`config.mk`:
```
export PLATFORM = sky130hd
export DESIGN_NAME = farm_road_request_detector_flat
export DESIGN_NICKNAME = d
export VERILOG_FILES = /design/src/rtl/farm_road_request_detector_if.sv /design/src/rtl/farm_road_request_detector.sv /design/src/flat_wrapper.sv
export SDC_FILE = /design/constraint.sdc
export NUM_CORES = 1
export LEC_CHECK = 0
export ABC_AREA = 1
export CORE_MARGIN = 4
export CORE_UTILIZATION = 60
export CTS_CLUSTER_SIZE = 16
export DETAILED_ROUTE_END_ITERATION = 10
export HOLD_SLACK_MARGIN = 0.06
export PLACE_DENSITY = 0.81
export SYNTH_ARGS = -nofsm -noshare
export SYNTH_HDL_FRONTEND = slang
export SYNTH_SLANG_ARGS = --single-unit
```
`constraint.sdc`:
```
create_clock -name CLOCK_50 -period 6.5 [get_ports CLOCK_50]
set_input_delay 1.3 -clock CLOCK_50 [delete_from_list [all_inputs] [get_ports CLOCK_50]]
set_output_delay 1.3 -clock CLOCK_50 [all_outputs]
set_load 0.02 [all_outputs]
```
`src/rtl/farm_road_request_detector_if.sv`:
```
// Farm-road request detector handshake bundle.
// Signals: sensor_raw, grant in; request, serving, car_count, queue_full out.
interface farm_road_request_detector_if #(
   parameter int CNT_W = 4
);
   logic             sensor_raw;
   logic             grant;
   logic             request;
   logic             serving;
   logic [CNT_W-1:0] car_count;
   logic             queue_full;

   // Board/controller side.
   modport master (
      output sensor_raw, grant,
      input  request, serving, car_count, queue_full
   );

   // Detector side.
   modport slave (
      input  sensor_raw, grant,
      output request, serving, car_count, queue_full
   );
endinterface

```
`src/rtl/farm_road_request_detector.sv`:
```
// Farm-road sensor conditioner: sync, debounce, count and hold request.
// Ports: CLOCK_50, RESET (async high), bus (slave: sensor/grant in,
// request/serving/car_count/queue_full out). Macro: FARM_REQ_DEBOUNCE_EN.
module farm_road_request_detector #(
   parameter int DEBOUNCE_CYCLES = 500000,
   parameter int SERVE_CYCLES    = 100000000,
   parameter int CNT_W           = 4
) (
   input logic                         CLOCK_50,
   input logic                         RESET,
   farm_road_request_detector_if.slave bus
);
   localparam int SV_W = (SERVE_CYCLES > 1) ? $clog2(SERVE_CYCLES) : 1;
   localparam logic [CNT_W-1:0] CNT_MAX = '1;

   typedef enum logic [1:0] {
      S_IDLE, S_WAIT, S_SERVE, S_RELEASE
   } state_t;

   state_t           state_q, state_d;
   logic             sync1_q, sync2_q;
   logic             stable, stable_dly_q;
   logic             arrival_q;
   logic [SV_W-1:0]  tmr_q, tmr_d;
   logic             drain;
   logic [CNT_W-1:0] cnt_q, cnt_d;
   logic             full_q;

`ifdef FARM_REQ_DEBOUNCE_EN
   localparam int DB_W = (DEBOUNCE_CYCLES > 1) ? $clog2(DEBOUNCE_CYCLES) : 1;

   logic            stable_q, stable_d;
   logic [DB_W-1:0] db_q, db_d;

   // Accept a new level only after it has differed for DEBOUNCE_CYCLES.
   always_comb begin
      stable_d = stable_q;
      db_d     = '0;
      if (sync2_q != stable_q) begin
         if (db_q == DB_W'(DEBOUNCE_CYCLES - 1)) begin
            stable_d = sync2_q;
         end else begin
            db_d = db_q + 1'b1;
         end
      end
   end

   always_ff @(posedge CLOCK_50 or posedge RESET) begin
      if (RESET) begin
         stable_q <= 1'b0;
         db_q     <= '0;
      end else begin
         stable_q <= stable_d;
         db_q     <= db_d;
      end
   end

   assign stable = stable_q;
`else
   // Without filtering the second synchronizer flop is the stable level.
   assign stable = sync2_q;
`endif

   // Drain pulse ends each full serve interval; timer idles at zero.
   assign drain = (state_q == S_SERVE) &&
                  (tmr_q == SV_W'(SERVE_CYCLES - 1));

   always_comb begin
      tmr_d = tmr_q + 1'b1;
      if (state_q != S_SERVE || drain) begin
         tmr_d = '0;
      end
   end

   // Simultaneous arrival and drain cancel out.
   always_comb begin
      cnt_d = cnt_q;
      case ({arrival_q, drain})
         2'b10:   if (cnt_q != CNT_MAX) cnt_d = cnt_q + 1'b1;
         2'b01:   if (cnt_q != '0) cnt_d = cnt_q - 1'b1;
         default: cnt_d = cnt_q;
      endcase
   end

   always_comb begin
      state_d = state_q;
      case (state_q)
         S_IDLE: begin
            if (arrival_q) state_d = S_WAIT;
         end
         S_WAIT: begin
            if (bus.grant) state_d = S_SERVE;
         end
         S_SERVE: begin
            if (!bus.grant) begin
               state_d = S_WAIT;
            end else if (cnt_q == '0 && !stable) begin
               state_d = S_RELEASE;
            end
         end
         S_RELEASE: begin
            // Next count so an arrival in this very cycle is not lost.
            if (!bus.grant) begin
               state_d = (cnt_d != '0) ? S_WAIT : S_IDLE;
            end
         end
         default: state_d = S_IDLE;
      endcase
   end

   always_ff @(posedge CLOCK_50 or posedge RESET) begin
      if (RESET) begin
         sync1_q      <= 1'b0;
         sync2_q      <= 1'b0;
         stable_dly_q <= 1'b0;
         arrival_q    <= 1'b0;
         tmr_q        <= '0;
         cnt_q        <= '0;
         full_q       <= 1'b0;
         state_q      <= S_IDLE;
      end else begin
         sync1_q      <= bus.sensor_raw;
         sync2_q      <= sync1_q;
         stable_dly_q <= stable;
         arrival_q    <= stable & ~stable_dly_q;
         tmr_q        <= tmr_d;
         cnt_q        <= cnt_d;
         full_q       <= (cnt_d == CNT_MAX);
         state_q      <= state_d;
      end
   end

   assign bus.request    = (state_q == S_WAIT) || (state_q == S_SERVE);
   assign bus.serving    = (state_q == S_SERVE);
   assign bus.car_count  = cnt_q;
   assign bus.queue_full = full_q;
endmodule

```
`src/flat_wrapper.sv`:
```
// flat-port wrapper written by rule: the top's interface ports become plain ports
module farm_road_request_detector_flat 
#(
   parameter int DEBOUNCE_CYCLES = 500000,
   parameter int SERVE_CYCLES    = 100000000,
   parameter int CNT_W           = 4
)
  (CLOCK_50, RESET, bus_sensor_raw, bus_grant, bus_request, bus_serving, bus_car_count, bus_queue_full);
  farm_road_request_detector_if #(.CNT_W(CNT_W)) bus_i ();
  input logic CLOCK_50;
  input logic RESET;
  input wire logic [$bits(bus_i.sensor_raw)-1:0] bus_sensor_raw;
  input wire logic [$bits(bus_i.grant)-1:0] bus_grant;
  output wire logic [$bits(bus_i.request)-1:0] bus_request;
  output wire logic [$bits(bus_i.serving)-1:0] bus_serving;
  output wire logic [$bits(bus_i.car_count)-1:0] bus_car_count;
  output wire logic [$bits(bus_i.queue_full)-1:0] bus_queue_full;
  assign bus_i.sensor_raw = bus_sensor_raw;
  assign bus_i.grant = bus_grant;
  assign bus_request = bus_i.request;
  assign bus_serving = bus_i.serving;
  assign bus_car_count = bus_i.car_count;
  assign bus_queue_full = bus_i.queue_full;
  farm_road_request_detector #(.DEBOUNCE_CYCLES(DEBOUNCE_CYCLES), .SERVE_CYCLES(SERVE_CYCLES), .CNT_W(CNT_W)) u_core (.CLOCK_50(CLOCK_50), .RESET(RESET), .bus(bus_i));
endmodule
```
==> metrics, run 1 <==
Adder-Cell Fraction of Synth Area 5.25%; Detailed Route Iter0 Violations 139; synth top area cells dfrtp_1, nand2_1, inv_1, xor2_1, nor2_1; Setup crit end kind primary output; post-route cell area 0.00259 sq mm; Fin. Hold Viols 0; CORE AREA 0.00374 sq mm; total global-route track usage 20.3%; setup bufs post-CTS 0; min-delay worst type reg -> reg; combinational family with the most area after synthesis simple AND/OR/NAND/NOR gates; Num Clock Sinks 38; Clock Latency Late Sink 290 ps; Num CTS Buffers 5; pwr/cell area 244 mW/mm^2; Hold Buf Count CTS 0; Port Buffers 10; Static Leak 0.00115 uW; # resized after CTS 0; Avg Cell Area, Syn 7.86 sq um; Crit Path Class reg -> out; cell area after synthesis 0.00238 sq mm; Die Y 71.0 microns; Initial Utilization 63.6%; Bufs and invs on worst path 2; Yosys cell types 32; Setup-failing EPs final 0; Critical Path AT 1800 ps; initial antenna violation count 0; minimum clock period 3100 ps; Post-Synth Simple-Gate Area 36.1%; routed wire length 4.54 mm; worst slew pin tran 468 ps; Fmax 323 MHz; CP peak stage delay 650 ps; Die Span X 71.0 microns; remaining antenna violation count 0; Final #Nets 331; mux share of post-synthesis cell area 0%; Congestion Overflow GR 0; CP delay by family, top buffers and inverters; dominant cell type by area after synthesis dfrtp_1; outcome completed; Clock Skew 8.35 ps; Synth Warn # 0; Async SR Flop Fraction 100%; vias per inst 5.24; largest net degree at the start of global routing 39; Power, Total 633 uW; CP Max Fanout 6; layout cells sized above 1 10.4%; Critical Path RT 5200 ps; register area share after synthesis 39.9%; peak supply drop 196 uV; DRC 0; n_diodes 0; Worst slew margin 68.8%; H-tree level count 2; max cap viols 0; RSZ-0062 raised after global routing false; CTS max path bufs 2; vias in the first global route 1,851; Placement Rows 22; crit path max-delay cell type clkdlybuf4s50_1; Root Buffer clkbuf_8; drt first pass iters 4; area delta synth->final 8.72%; synthesized netlist net count 317; Synth Area in XOR/XNOR 7.36%; top-count cell post-synth nand2_1; fin crit share 47.6%; Setup TNS Final 0 ps; # IOs 11; Worst Setup Start Kind register; DIE AREA 0.00504 sq mm; detailed-route via count 1,911; post-synth top area share 39.9%; compound-cell area share of the yosys netlist 2.57%; Syn Inst Count 303; Cell Chain, Critical Path inv_1 > ha_1 > clkdlybuf4s50_1; mean routed wirelength per cell 12.4 microns; Final GP Congestion 0.942; first-pass GRT wire length 8.31 mm; clock slew at reported path FFs 60 ps; Commonest cells post-synth nand2_1, inv_1, nor2_1, dfrtp_1, nand3_1; Post-synth EDFFs 0; CTS tree yes; Primary FF master, synth dfrtp_1; Seq cells post-synth 38; hpwl dp 3.52 mm; worst hold slack 361 ps; Pins Over Slew Limit 0; placed inst area 0.00251 sq mm
[final timing paths]
check | startpoint | endpoint | slack, ps | depth (start not counted)
setup reg to reg | u_core.tmr_q[0]$_DFF_PP0_ | u_core.state_q[0]$_DFFE_PP0P_ | 4090 | 16
hold reg to reg | u_core.sync1_q$_DFF_PP0_ | u_core.stable$_DFF_PP0_ | 360 | 0
min in group asynchronous | RESET | u_core.tmr_q[1]$_DFF_PP0_ | 1420 | 3
max in group asynchronous | RESET | u_core.state_q[0]$_DFFE_PP0P_ | 4730 | 3
setup / recovery | u_core.state_q[0]$_DFFE_PP0P_ | bus_serving | 3400 | 3
hold / removal | u_core.sync1_q$_DFF_PP0_ | u_core.stable$_DFF_PP0_ | 360 | 0
[logic make-up (layout without fill, tap and decap cells)]
kind of cell               count (synthesis)  count (layout)
and+or+nand+nor                          174             174
xor gates and xnor gates                  20              20
DFF                                       38              38
AOI/OAI and AO/OA                         11              11
buffers and inverters                     50              64
adders and majority gates                 10              10
[worst reg2reg max path, stage by stage (launching register included)]
cell	delay (ps)
dfrtp_1	400
ha_1	190
nand2_1	100
nor2_4	140
nand2_2	130
inv_1	110
nand4_1	130
inv_1	80
ha_1	250
inv_1	140
nand3_1	120
nand2_1	70
nand2_1	90
nor2_1	90
nand3_1	90
nand2_1	70
a21oi_1	60
[registers in the layout (all words and copies together), names as in the netlist]
signal,flops
u_core.arrival_q,1
u_core.bus.car_count,4
u_core.bus.queue_full,1
u_core.stable,1
u_core.stable_dly_q,1
u_core.state_q,2
u_core.sync1_q,1
u_core.tmr_q,27
[power by group]
group | internal, uW | switching, uW | leakage (uW)
registers | 255 | 23.5 | 0.000511
clock network | 73.7 | 73.4 | 0.0000383
logic | 75.6 | 132 | 0.000597
[cell type report]
cell class	instances	area, sq um
clock buffers	7	76.3
fillers	327	1150
inverters	46	173
multi-input cells	215	1220
flip-flops and latches	38	951
well taps	48	60.1
repair buffers	11	108
[through the flow]
| stage | instances | worst slack [ps] | util [%] |
|---|---|---|---|
| after floorplan | 303 | 4300 | - |
| final | 365 | 3400 | 69.2 |
| after global placement | 358 | 3730 | 67.1 |
| after detailed placement | 358 | 3700 | 67.1 |
| after CTS | 365 | 3390 | 69.2 |
| after global routing | 365 | 3300 | 69.2 |
[metal layers]
metal  global-route usage, %  part of all wire, %
met1                    29.2                   49
met3                    3.98                  5.4
met5                       0                    0
met2                    31.8                   44
met4                    4.59                  1.1
[placed cells by master, fill, tap and decap left out, drive strengths merged, types with 4 or more instances in the layout]
master,synthesis,layout
dfrtp,38,38
nand3,23,23
xor2,17,17
a21oi,5,5
inv,44,44
clkdlybuf4s50,0,10
nand4,11,11
ha,10,10
nor2,52,52
clkbuf,0,7
nor3,17,17
nor4,4,4
nand2,65,65
(Power assumes the default switching activity.)
==> run 2, diff against run 1 <==
--- a/config.mk
+++ b/config.mk
@@ -7,11 +7,11 @@
 export LEC_CHECK = 0
 export ABC_AREA = 1
 export CORE_MARGIN = 4
-export CORE_UTILIZATION = 60
+export CORE_UTILIZATION = 54
 export CTS_CLUSTER_SIZE = 16
 export DETAILED_ROUTE_END_ITERATION = 10
 export HOLD_SLACK_MARGIN = 0.06
-export PLACE_DENSITY = 0.81
+export PLACE_DENSITY = 0.77
 export SYNTH_ARGS = -nofsm -noshare
 export SYNTH_HDL_FRONTEND = slang
 export SYNTH_SLANG_ARGS = --single-unit
==> constraint.sdc (replaced) <==
create_clock -name CLOCK_50 -period 2.8 [get_ports CLOCK_50]
set_input_delay 0.56 -clock CLOCK_50 [delete_from_list [all_inputs] [get_ports CLOCK_50]]
set_output_delay 0.56 -clock CLOCK_50 [all_outputs]
set_load 0.02 [all_outputs]
==> metrics, run 2 (same netlist as run 1, synthesis figures left out) <==
GR Util met2 31.4%; Congestion Overflow GR 0; post-route cell area 0.00261 sq mm; layout cells sized above 1 11.0%; placed inst area 0.00251 sq mm; routed wire length 4.84 mm; hpwl dp 3.58 mm; R2R Path End u_core.state_q[0]$_DFFE_PP0P_; CTS max path bufs 2; crit path max-delay cell type clkdlybuf4s50_1; Biggest register u_core.tmr_q; Clock Latency Late Sink 290 ps; Clock Skew 6.67 ps; n_diodes 0; mean routed wirelength per cell 13.1 microns; max reg flops 27; pwr/cell area 579 mW/mm^2; Cell Chain, Critical Path inv_1 > ha_1 > clkdlybuf4s50_1; Final GP Congestion 0.949; vias per inst 5.30; CTS tree yes; Critical Path Source u_core.state_q[0]$_DFFE_PP0P_; worst slew pin tran 494 ps; peak supply drop 323 uV; CP delay by family, top buffers and inverters; worst setup path end bus_serving; commonest non-fill, non-tap cell in the layout nand2_1; max cap viols 0; CP peak stage delay 650 ps; logic depth of the worst path, buffers included 3; drt first pass iters 4; Hold Buf Count CTS 0; Setup TNS Final 0 ps; reg-to-reg startpoint u_core.tmr_q[0]$_DFF_PP0_; # IOs 11; outcome completed; HP Start u_core.sync1_q$_DFF_PP0_; H-tree level count 2; clock slew at reported path FFs 70 ps; # fillers 376; Crit Path Class reg -> out; first-pass GRT wire length 8.64 mm; Worst Setup Start Kind register; Pins Over Slew Limit 0; Critical Path AT 1860 ps; Fin. Hold Viols 0; Num Clock Sinks 38; # resized after CTS 0; Static Leak 0.00116 uW; Reg2Reg Depth 16; Bufs and invs on worst path 2; Setup-failing EPs final 0; GR met3 Demand/Resource 4.73%; met1 Resource Use GR 28.7%; final core utilization 62.9%; initial antenna violation count 0; vias in the first global route 1,888; most frequent cells in the layout nand2_1, inv_1, nor2_1, dfrtp_1, nand3_1; Critical Path RT 2240 ps; remaining antenna violation count 0; DIE AREA 0.00554 sq mm; Placement Rows 23; area delta synth->final 9.46%; Worst slew margin 67.1%; min-delay worst type reg -> reg; setup bufs post-CTS 0; Setup crit end kind primary output; largest net degree at the start of global routing 39; Num CTS Buffers 5; minimum clock period 2420 ps; Port Buffers 10; CORE AREA 0.00414 sq mm; RSZ-0062 raised after global routing false; fin crit share 86.3%; Fmax 414 MHz; Die Span X 74.4 microns; footprint of the multi-input gates 0.00122 sq mm; Detailed Route Iter0 Violations 127; detailed-route via count 1,950; DRC 0; Initial Utilization 57.5%; CP Max Fanout 6; Root Buffer clkbuf_8; total global-route track usage 20.5%; Die Y 74.4 microns; most used routing layer met2; R2R setup slack 440 ps; Final #Nets 331; Register Area 951 sq um
## run 2: cell type report
cell class | instances | area share, %
multi-input cells | 215 | 46.9
flip-flops and latches | 38 | 36.5
inverters | 46 | 6.63
repair buffers | 11 | 4.13
clock buffers | 7 | 3.31
well taps | 50 | 2.40
clock inverters | 1 | 0.192
## run 2: metal layers
layer | share of wire (%) | vias up
met2 | 44 | 58
met1 | 49 | 897
met3 | 5.9 | 9
li1 | - | 986
met5 | 0 | -
met4 | 1.5 | 0
## run 2: worst min path at each step
stage	endpoint	depth (start not counted)	slack (ps)
after floorplan	u_core.stable$_DFF_PP0_	0	330
after global placement	u_core.stable$_DFF_PP0_	0	340
after detailed placement	u_core.stable$_DFF_PP0_	0	340
after CTS	u_core.stable$_DFF_PP0_	0	350
after global routing	u_core.stable$_DFF_PP0_	0	370
final	u_core.stable$_DFF_PP0_	0	350
## run 2: power by group
group / switching [uW] / internal, uW
clock: 186 / 199
sequential: 58.0 / 592
combinational: 301 / 174
total: 545 / 965
## run 2: metrics by stage
stage | hold slack, ps | setup WS (ps) | total power [uW] | cells
after CTS | 354 | 378 | 1530 | 368
after global placement | 336 | 581 | 1140 | 360
after global routing | 373 | 137 | 1630 | 368
final | 351 | 385 | 1510 | 368
after floorplan | 331 | 682 | 1030 | 303
after detailed placement | 336 | 471 | 1140 | 360
## run 2: worst register-to-register path, stage by stage, from the launching register on
cell	delay (ps)
dfrtp_1	400
ha_1	180
nand2_1	110
nor2_4	140
nand2_2	130
inv_1	120
nand4_1	130
inv_1	90
ha_1	250
inv_1	130
nand3_1	120
nand2_1	70
nand2_1	70
nor2_1	110
nand3_1	80
nand2_1	70
a21oi_1	50
==> run 3, diff against run 2 <==
--- a/config.mk
+++ b/config.mk
@@ -8,6 +8,7 @@
 export ABC_AREA = 1
 export CORE_MARGIN = 4
 export CORE_UTILIZATION = 54
+export CTS_CLUSTER_DIAMETER = 80
 export CTS_CLUSTER_SIZE = 16
 export DETAILED_ROUTE_END_ITERATION = 10
 export HOLD_SLACK_MARGIN = 0.06
==> results of run 3 <==
No change in the layout: final DEF, timing and power equal those of run 2.
